$ cat src/rtl/acl_pkg.sv
// Shared constants and state encoding for the ADXL362 register-interface emulator.
package acl_pkg;

  localparam logic [7:0] CMD_WR = 8'h0A;
  localparam logic [7:0] CMD_RD = 8'h0B;

  localparam logic [5:0] ADDR_DEVID_AD  = 6'h00;
  localparam logic [5:0] ADDR_DEVID_MST = 6'h01;
  localparam logic [5:0] ADDR_PARTID    = 6'h02;
  localparam logic [5:0] ADDR_XDATA     = 6'h08;
  localparam logic [5:0] ADDR_YDATA     = 6'h09;
  localparam logic [5:0] ADDR_ZDATA     = 6'h0A;
  localparam logic [5:0] ADDR_XDATA_L   = 6'h0E;
  localparam logic [5:0] ADDR_XDATA_H   = 6'h0F;
  localparam logic [5:0] ADDR_YDATA_L   = 6'h10;
  localparam logic [5:0] ADDR_YDATA_H   = 6'h11;
  localparam logic [5:0] ADDR_ZDATA_L   = 6'h12;
  localparam logic [5:0] ADDR_ZDATA_H   = 6'h13;
  localparam logic [5:0] ADDR_FILTER    = 6'h2C;
  localparam logic [5:0] ADDR_POWER     = 6'h2D;

  localparam logic [7:0] FILTER_CTL_RST = 8'h13;
  localparam logic [1:0] MEASURE_MODE   = 2'b10;

  typedef enum logic [2:0] {
    ST_IDLE,
    ST_CMD,
    ST_ADDR,
    ST_DATA,
    ST_IGNORE
  } spi_state_e;

  function automatic logic [15:0] sext12(input logic [11:0] v);
    return {{4{v[11]}}, v};
  endfunction

endpackage

$ cat src/rtl/spi_edge_sync.sv
// Synchronizes the SPI pins into the system clock domain and derives
// single-cycle sclk rise/fall and csn fall pulses.
module spi_edge_sync #(
  parameter int unsigned SYNC_STAGES = 2
) (
  input  logic clk_i,
  input  logic rst_i,
  input  logic sclk_i,
  input  logic csn_i,
  input  logic mosi_i,
  output logic sclk_rise_o,
  output logic sclk_fall_o,
  output logic csn_fall_o,
  output logic csn_o,
  output logic mosi_o
);

  logic [SYNC_STAGES-1:0] sclk_sync_q;
  logic [SYNC_STAGES-1:0] csn_sync_q;
  logic [SYNC_STAGES-1:0] mosi_sync_q;
  logic                   sclk_prev_q;
  logic                   csn_prev_q;

  // csn resets deasserted so a select held low through reset still yields a fall pulse
  always_ff @(posedge clk_i) begin
    if (rst_i) begin
      sclk_sync_q <= '0;
      csn_sync_q  <= '1;
      mosi_sync_q <= '0;
      sclk_prev_q <= 1'b0;
      csn_prev_q  <= 1'b1;
    end else begin
      sclk_sync_q <= {sclk_sync_q[SYNC_STAGES-2:0], sclk_i};
      csn_sync_q  <= {csn_sync_q[SYNC_STAGES-2:0], csn_i};
      mosi_sync_q <= {mosi_sync_q[SYNC_STAGES-2:0], mosi_i};
      sclk_prev_q <= sclk_sync_q[SYNC_STAGES-1];
      csn_prev_q  <= csn_sync_q[SYNC_STAGES-1];
    end
  end

  assign sclk_rise_o = sclk_sync_q[SYNC_STAGES-1] & ~sclk_prev_q;
  assign sclk_fall_o = ~sclk_sync_q[SYNC_STAGES-1] & sclk_prev_q;
  assign csn_fall_o  = ~csn_sync_q[SYNC_STAGES-1] & csn_prev_q;
  assign csn_o       = csn_sync_q[SYNC_STAGES-1];
  assign mosi_o      = mosi_sync_q[SYNC_STAGES-1];

endmodule

$ cat src/rtl/acl_spi_responder.sv
// SPI mode-0 slave emulating the ADXL362 register interface: read/write
// commands with auto-increment, X/Y/Z snapshot taken at chip-select fall.
module acl_spi_responder
  import acl_pkg::*;
#(
  parameter int unsigned SYNC_STAGES = 2,
  parameter logic [7:0]  DEVID_AD    = 8'hAD,
  parameter logic [7:0]  DEVID_MST   = 8'h1D,
  parameter logic [7:0]  PARTID      = 8'hF2
) (
  input  logic        Clk,
  input  logic        Reset,
  input  logic        sclk,
  input  logic        csn,
  input  logic        mosi,
  output logic        miso,
  input  logic [11:0] x_data,
  input  logic [11:0] y_data,
  input  logic [11:0] z_data,
  output logic        measure_en,
  output logic        busy,
  output logic        wr_strobe
);

  logic sclk_rise, sclk_fall, csn_fall, csn_s, mosi_s;

  spi_edge_sync #(.SYNC_STAGES(SYNC_STAGES)) u_sync (
    .clk_i      (Clk),
    .rst_i      (Reset),
    .sclk_i     (sclk),
    .csn_i      (csn),
    .mosi_i     (mosi),
    .sclk_rise_o(sclk_rise),
    .sclk_fall_o(sclk_fall),
    .csn_fall_o (csn_fall),
    .csn_o      (csn_s),
    .mosi_o     (mosi_s)
  );

  spi_state_e  state_q, state_d;
  logic [2:0]  bit_cnt_q, bit_cnt_d;
  logic [7:0]  shift_in_q, shift_in_d;
  logic        is_wr_q, is_wr_d;
  logic [5:0]  ptr_q, ptr_d;
  logic [7:0]  sout_q, sout_d;
  logic        miso_q, miso_d;
  logic [7:0]  power_q, power_d;
  logic [7:0]  filter_q, filter_d;
  logic [15:0] snap_x_q, snap_x_d;
  logic [15:0] snap_y_q, snap_y_d;
  logic [15:0] snap_z_q, snap_z_d;
  logic        busy_q, busy_d;
  logic        wr_strobe_q, wr_strobe_d;
  logic        measure_q, measure_d;

  logic [7:0]  byte_in;
  logic [5:0]  ptr_inc;
  logic [5:0]  rd_addr;
  logic [7:0]  rd_data;

  assign byte_in = {shift_in_q[6:0], mosi_s};
  assign ptr_inc = ptr_q + 6'd1;

  // The shift-out register is always loaded with the byte for the *next* data
  // phase: the incoming address at the end of ADDR, else the incremented pointer.
  always_comb begin
    rd_addr = (state_q == ST_ADDR) ? byte_in[5:0] : ptr_inc;
    case (rd_addr)
      ADDR_DEVID_AD:  rd_data = DEVID_AD;
      ADDR_DEVID_MST: rd_data = DEVID_MST;
      ADDR_PARTID:    rd_data = PARTID;
      ADDR_XDATA:     rd_data = snap_x_q[11:4];
      ADDR_YDATA:     rd_data = snap_y_q[11:4];
      ADDR_ZDATA:     rd_data = snap_z_q[11:4];
      ADDR_XDATA_L:   rd_data = snap_x_q[7:0];
      ADDR_XDATA_H:   rd_data = snap_x_q[15:8];
      ADDR_YDATA_L:   rd_data = snap_y_q[7:0];
      ADDR_YDATA_H:   rd_data = snap_y_q[15:8];
      ADDR_ZDATA_L:   rd_data = snap_z_q[7:0];
      ADDR_ZDATA_H:   rd_data = snap_z_q[15:8];
      ADDR_FILTER:    rd_data = filter_q;
      ADDR_POWER:     rd_data = power_q;
      default:        rd_data = 8'h00;
    endcase
  end

  always_comb begin
    state_d     = state_q;
    bit_cnt_d   = bit_cnt_q;
    shift_in_d  = shift_in_q;
    is_wr_d     = is_wr_q;
    ptr_d       = ptr_q;
    sout_d      = sout_q;
    miso_d      = miso_q;
    power_d     = power_q;
    filter_d    = filter_q;
    snap_x_d    = snap_x_q;
    snap_y_d    = snap_y_q;
    snap_z_d    = snap_z_q;
    wr_strobe_d = 1'b0;
    busy_d      = ~csn_s;
    measure_d   = (power_q[1:0] == MEASURE_MODE);

    if (csn_s) begin
      state_d   = ST_IDLE;
      bit_cnt_d = '0;
      miso_d    = 1'b0;
    end else if (state_q == ST_IDLE) begin
      if (csn_fall) begin
        state_d   = ST_CMD;
        bit_cnt_d = '0;
        snap_x_d  = sext12(x_data);
        snap_y_d  = sext12(y_data);
        snap_z_d  = sext12(z_data);
      end
    end else begin
      if (sclk_rise) begin
        shift_in_d = byte_in;
        bit_cnt_d  = bit_cnt_q + 3'd1;
        if (bit_cnt_q == 3'd7) begin
          case (state_q)
            ST_CMD: begin
              if (byte_in == CMD_WR || byte_in == CMD_RD) begin
                state_d = ST_ADDR;
                is_wr_d = (byte_in == CMD_WR);
              end else begin
                state_d = ST_IGNORE;
              end
            end
            ST_ADDR: begin
              state_d = ST_DATA;
              ptr_d   = byte_in[5:0];
              sout_d  = rd_data;
            end
            ST_DATA: begin
              if (is_wr_q) begin
                if (ptr_q == ADDR_FILTER) begin
                  filter_d    = byte_in;
                  wr_strobe_d = 1'b1;
                end else if (ptr_q == ADDR_POWER) begin
                  power_d     = byte_in;
                  wr_strobe_d = 1'b1;
                end
              end
              ptr_d  = ptr_inc;
              sout_d = rd_data;
            end
            default: ;
          endcase
        end
      end
      if (sclk_fall) begin
        if (state_q == ST_DATA) begin
          miso_d = sout_q[7];
          sout_d = {sout_q[6:0], 1'b0};
        end else begin
          miso_d = 1'b0;
        end
      end
    end
  end

  always_ff @(posedge Clk) begin
    if (Reset) begin
      state_q     <= ST_IDLE;
      bit_cnt_q   <= '0;
      shift_in_q  <= '0;
      is_wr_q     <= 1'b0;
      ptr_q       <= '0;
      sout_q      <= '0;
      miso_q      <= 1'b0;
      power_q     <= '0;
      filter_q    <= FILTER_CTL_RST;
      snap_x_q    <= '0;
      snap_y_q    <= '0;
      snap_z_q    <= '0;
      busy_q      <= 1'b0;
      wr_strobe_q <= 1'b0;
      measure_q   <= 1'b0;
    end else begin
      state_q     <= state_d;
      bit_cnt_q   <= bit_cnt_d;
      shift_in_q  <= shift_in_d;
      is_wr_q     <= is_wr_d;
      ptr_q       <= ptr_d;
      sout_q      <= sout_d;
      miso_q      <= miso_d;
      power_q     <= power_d;
      filter_q    <= filter_d;
      snap_x_q    <= snap_x_d;
      snap_y_q    <= snap_y_d;
      snap_z_q    <= snap_z_d;
      busy_q      <= busy_d;
      wr_strobe_q <= wr_strobe_d;
      measure_q   <= measure_d;
    end
  end

  assign miso       = miso_q;
  assign busy       = busy_q;
  assign wr_strobe  = wr_strobe_q;
  assign measure_en = measure_q;

endmodule

$ cat config.mk
export PLATFORM = sky130hd
export DESIGN_NAME = acl_spi_responder
export DESIGN_NICKNAME = d
export VERILOG_FILES = /design/src/rtl/acl_pkg.sv /design/src/rtl/spi_edge_sync.sv /design/src/rtl/acl_spi_responder.sv
export SDC_FILE = /design/constraint.sdc
export NUM_CORES = 1
export LEC_CHECK = 0
export CAP_MARGIN = 10
export CORE_ASPECT_RATIO = 1.1
export CORE_MARGIN = 2
export CORE_UTILIZATION = 55
export CTS_CLUSTER_DIAMETER = 40
export CTS_CLUSTER_SIZE = 16
export DETAILED_ROUTE_END_ITERATION = 10
export MAX_ROUTING_LAYER = met4
export PLACE_DENSITY_LB_ADDON = 0.12
export SLEW_MARGIN = 20
export SYNTH_ARGS = -nofsm -noshare
export SYNTH_HDL_FRONTEND = slang
export SYNTH_SLANG_ARGS = --single-unit
export TNS_END_PERCENT = 100
$ cat constraint.sdc
create_clock -name Clk -period 3.2 [get_ports Clk]
set_clock_uncertainty 0.1 [all_clocks]
set_input_delay 0.8 -clock Clk [delete_from_list [all_inputs] [get_ports Clk]]
set_output_delay 0.8 -clock Clk [all_outputs]
set_load 0.005 [all_outputs]
**Word-level counts from Yosys, hierarchy flattened**

Cells that the tools add are included.

- Add/sub/neg operators: 2
- Eq/ne operators: 23
- Muxes and demuxes: 20
- Bitwise operators: 12
- Reduce and logical (&&, ||, !) cells: 20

Operators with widths:

| cell | count |
|---|---|
| $pmux W8 S14 | 1 |
| $mux W8 | 5 |
| $eq A6 B4 Y1 const B | 5 |
| $eq A6 B5 Y1 const B | 4 |
| $eq A6 B6 Y1 const B | 4 |
| $mux W3 | 8 |
| $eq A8 B4 Y1 const B | 2 |
| $pmux W6 S2 | 1 |
| $not A1 Y1 | 9 |
| $reduce_and A8 Y1 | 1 |
| $reduce_and A7 Y1 | 1 |
| $reduce_or A7 Y1 | 1 |
| $add A6 B1 Y6 const B | 1 |
| $eq A3 B2 Y1 const B | 2 |
| $eq A6 B1 Y1 const B | 1 |
| $eq A6 B2 Y1 const B | 1 |
| $logic_not A6 Y1 | 1 |
| $mux W6 | 1 |
| $pmux W3 S2 | 1 |
| $reduce_and A2 Y1 | 3 |
| $reduce_and A3 Y1 | 2 |
| $reduce_and A6 Y1 | 1 |
| $reduce_bool A2 Y1 | 3 |
| $reduce_and A5 Y1 | 1 |
| other kinds (12) | 17 |

- Register bits: 92
- Input port bits: 41
- Output and inout port bits: 4
- Word-level logic and storage cells: 97

**Longest topological paths before layout**

- Depth in word-level cells: 9
- Depth in mapped cells: 11

**Cells and area by module**

Synthesis repeated with hierarchy kept, for this count alone.

- Cell total of the unflattened synthesis: 563
- Area, all modules: 4569.4 µm²

By module, submodules not included:

| module | times used | cells an instance | area each (µm²) |
|---|---|---|---|
| acl_spi_responder | 1 | 544 | 4340.4 |
| spi_edge_sync | 1 | 19 | 229.0 |

**Worst setup path after synthesis**

OpenSTA, ideal clock, no wires.

- Kind: register to register
- Start point: reg ptr_q[0]
- End point: reg sout_q[1]
- Library setup time: 134 ps
- Data arrival time: 2349 ps
- Data required time: 2966 ps
- Slack: 617 ps
- Cell stages (with the launch flop): 11
- Period minus slack after synthesis: 2583 ps
- Path through: dfxtp_1 -> ha_1 -> buf_2 -> and3_1 -> o221a_1 -> or2_0 -> clkbuf_1 -> a41o_1 -> a22o_1 -> a2111oi_0 -> a211oi_1

- Cells in the longest elaborated chain, start to end: 9
- Elaborated cells on any way between the ends: 22
- Those cells by class: add/sub (1); eq/ne (13); mux (7); reduce/logical (1)

RTL lines:

| item | line | RTL |
|---|---|---|
| start: declaration | acl_spi_responder.sv:44 | `logic [5:0] ptr_q, ptr_d;` |
| start signal: assignment | acl_spi_responder.sv:185 | `ptr_q <= ptr_d;` |
| $add A6 B1 Y6 * | acl_spi_responder.sv:62 | `assign ptr_inc = ptr_q + 6'd1;` |
| $mux W6 * | acl_spi_responder.sv:67 | `rd_addr = (state_q == ST_ADDR) ? byte_in[5:0] : ptr_inc;` |
| $eq A6 B6 Y1, or another cell as far along | acl_spi_responder.sv:68 | `case (rd_addr)` |
| $pmux W8 S14 * | acl_spi_responder.sv:68 |  |
| $mux W8 * | acl_spi_responder.sv:121 | `case (state_q)` |
| $mux W8 * | acl_spi_responder.sv:120 | `if (bit_cnt_q == 3'd7) begin` |
| $mux W8 * | acl_spi_responder.sv:117 | `if (sclk_rise) begin` |
| $mux W8 | acl_spi_responder.sv:153 | `if (state_q == ST_DATA) begin` |
| $mux W8 * | acl_spi_responder.sv:152 | `if (sclk_fall) begin` |
| end signal: assignment | acl_spi_responder.sv:186 | `sout_q <= sout_d;` |
| end: declaration | acl_spi_responder.sv:45 | `logic [7:0] sout_q, sout_d;` |

Every way passes the cells marked *; elsewhere a longest branch is shown, timed or not.
A chain may end at the register's enable or synchronous reset.

**Final worst setup path**

- Start point: reg state_q[1]
- End point: reg sout_q[7]

- Cells in the longest elaborated chain, start to end: 9
- Elaborated cells on any way between the ends: 27
- Those cells by class: eq/ne (15); mux (7); bitwise (1); reduce/logical (4)

RTL lines:

| item | line | RTL |
|---|---|---|
| start: declaration | acl_spi_responder.sv:40 | `spi_state_e state_q, state_d;` |
| start signal: assignment | acl_spi_responder.sv:181 | `state_q <= state_d;` |
| $eq A3 B2 Y1 | acl_spi_responder.sv:67, acl_spi_responder.sv:121 |  |
| $mux W6 | acl_spi_responder.sv:67 |  |
| $eq A6 B6 Y1, or another cell as far along | acl_spi_responder.sv:68 |  |
| $pmux W8 S14 | acl_spi_responder.sv:68 |  |
| $mux W8 | acl_spi_responder.sv:121 |  |
| $mux W8 | acl_spi_responder.sv:120 |  |
| $mux W8 | acl_spi_responder.sv:117 |  |
| $mux W8 | acl_spi_responder.sv:153 |  |
| $mux W8 | acl_spi_responder.sv:152 |  |

Parallel ways exist; a longest one is shown, timed or not.

==> results.yml <==
outcome:
  status: "finished, final reports clean"
cts:
  cts_tree: "done"
  cts_buffer_depth: 2
  insertion_delay_ns: 0.37
  cts_max_level: 3
  cts_num_sinks: 92
  holdBufCountCts: 0
  cts_root_buf: "clkbuf_8"
  post_cts_buffers: 0
  path_clk_slew_ns: 0.09
  cts_buffers: 9
critical_path:
  critical_path.top_delay_family: "compound AO/OA/AOI/OAI gates"
  cp.arrival_ns: 3.17
  slowest_delay_ns: 0.68
  startpoint_type: "flop"
  crit_path_top_delay_cell: "or3b_2"
  crit_path_max_fanout: 17
  end_kind: "flop"
  path_class: "flop to flop"
  cp_num_buf_inv: 0
  required_ns: 3.33
  crit_chain: "or3b_2, mux2_4, nor4_2, a41o_1, a22o_1, a2111oi_0, a211oi_1"
route:
  route.detailed.drc: 0
  ant_nets: 0
  dr.pass1.iters: 5
  drt-vias-per-instance: 6.09
  num_vias: 4413
  post_drt_wl_per_cell_um: 17.8
  dr.first_iter.drc_count: 256
  wl_um: 12900
timing:
  period_needed_ns: 3.04
  fin_setup_tns_ns: 0
  slew_violations: 0
  maxSlewHeadroom: 0.439
  worst_pin_slew_ns: 0.838
  fin_crit_sh: 0.950
  setup-violations-final: 0
  rsz0062_at_grt: "false"
  clock.fmax_mhz: 329
  finalHoldViolCount: 0
floorplanning:
  die_h_um: 101
  core_um2: 8320
  die-area_um2: 9250
  io-pin-count: 45
  rows: 35
  die_width_um: 91.9
  start_util: 0.561
place:
  dpl-instance-area_um2: 5160
  place_congestion: 0.966
  portBuffers: 44
  post-dp-hpwl_um: 9440
global_routing:
  grt_antenna_before_repair: 0
  grt_max_degree: 39
  grtUsageTotal: 0.292
  grt_pass1_wl_um: 20900
  gr-total-overflow: 0
  grt_pass1_vias: 4177
synthesis:
  yosysWarnings: 0
  synth_cell_types: 61
  async_flop_share: 0
  syn_area_um2: 4670
  synthCells: 583
  ys_seq_area_frac: 0.394
  synth_area_per_cell_um2: 8.01
  synth-edff-count: 0
  synth-seq-cells: 92
  syn_nets: 629
  ys.flop_type: "dfxtp_1"
pwr:
  p_per_area_nw_per_um2: 403
  leakage_nw: 1.87
  ir_worst_vdd_mv: 0.238
finish:
  diodes: 0
  layout_common_cells: "nand2_1 (102), dfxtp_1 (92), nor2_1 (60)"
  area_delta_synth_final_pct: 15.4
  n_fill_cell: 750
  final_cell_area_um2: 5390
  final_nets: 656
  layout_commonest_cell: "nand2_1"
  drive_gt1_frac: 0.0798
min_path:
  hold_path.class: "flop to flop"
flow_run:
  max_cap_viol_count: 0
==> cell usage after synthesis (all sizes together) (3+ instances only) <==
cell type,instances,area share
a22o,6,0.011
a211oi,9,0.016
a22oi,22,0.035
nor2b,10,0.013
nor4,9,0.017
nand3b,3,0.0048
mux2,3,0.0088
o221ai,9,0.017
a2111oi,5,0.011
o211ai,4,0.0064
a222oi,7,0.015
or2,9,0.012
nor3,8,0.0096
o2111ai,5,0.0094
a21oi,59,0.063
buf,17,0.020
nor3b,7,0.012
dfxtp,92,0.39
nand2,102,0.082
nor2,60,0.048
o31ai,5,0.0080
ha,5,0.013
nand3,15,0.016
clkbuf,24,0.019
mux2i,19,0.041
a21boi,3,0.0048
nand2b,10,0.013
inv,9,0.0072
o21ai,18,0.019
==> flip-flops by register name, indices dropped and copies added, names as in the netlist, 2 cells and up <==
register / cells
bit_cnt_q: 3
filter_q: 8
power_q: 8
ptr_q: 6
shift_in_q: 7
snap_x_q: 12
snap_y_q: 12
snap_z_q: 12
sout_q: 8
state_q: 3
u_sync.csn_sync_q: 2
u_sync.mosi_sync_q: 2
u_sync.sclk_sync_q: 2
==> cell families after synthesis <==
logic type      synth area share
mux                       0.0496
compound gates             0.250
fa+ha+maj                 0.0134
buf+inv                   0.0463
flops                      0.394
xor+xnor                 0.00750
simple gates               0.239
==> final cells by class <==
type                       instances  area [um2]  area share
multi-input combinational        441        2630       0.488
clock inverter                     5        85.1      0.0158
timing repair buffer              57         533      0.0989
tap                              111         139      0.0258
sequential                        92        1840       0.342
inverter                           9        33.8     0.00627
clock buffer                      10         128      0.0237
==> power breakdown <==
group / total (mW) / leakage [nW] / switching [mW] / internal, mW
clock network: 0.878 / 0.103 / 0.437 / 0.441
registers: 1.18 / 0.745 / 0.0174 / 1.16
logic: 0.110 / 1.02 / 0.0490 / 0.0612
total: 2.17 / 1.87 / 0.504 / 1.67
==> metal layers <==
| metal | part of all wire | vias to the layer above | GRT usage | routed length [um] |
|---|---|---|---|---|
| met5 | 0 | - | - | 0 |
| met3 | 0.053 | 24 | 0.0471 | 681 |
| met2 | 0.48 | 165 | 0.473 | 6220 |
| met4 | 0.020 | 0 | 0.0987 | 263 |
| li1 | - | 2153 | - | - |
| met1 | 0.44 | 2071 | 0.373 | 5710 |
==> through the flow <==
stage / hold WS, ns / power, mW / util / instances / setup slack [ns]
after floorplan: 0.289 / 1.25 / - / 583 / 0.617
after global placement: 0.293 / 1.32 / 0.620 / 710 / 0.127
after detailed placement: 0.294 / 1.32 / 0.620 / 710 / 0.183
after CTS: 0.316 / 2.17 / 0.646 / 725 / 0.159
after global routing: 0.327 / 2.23 / 0.648 / 725 / 0.0175
final: 0.316 / 2.17 / 0.648 / 725 / 0.159
==> worst paths after layout <==
check                                     startpoint                   end  slack (ns)  cells past startpoint
worst max-delay path                      state_q[1]             sout_q[7]        0.16                      7
worst min-delay path            u_sync.csn_sync_q[0]  u_sync.csn_sync_q[1]        0.32                      1
worst max register to register            state_q[1]             sout_q[7]        0.16                      7
worst min register to register  u_sync.csn_sync_q[0]  u_sync.csn_sync_q[1]        0.32                      1
==> repair_timing <==
action                                  in CTS  in global routing
gates resized for setup                      0                  5
endpoints found under the setup margin       0                  4
hold endpoints to repair                     0                  0
Note: power is estimated with default switching activity, not from simulation.
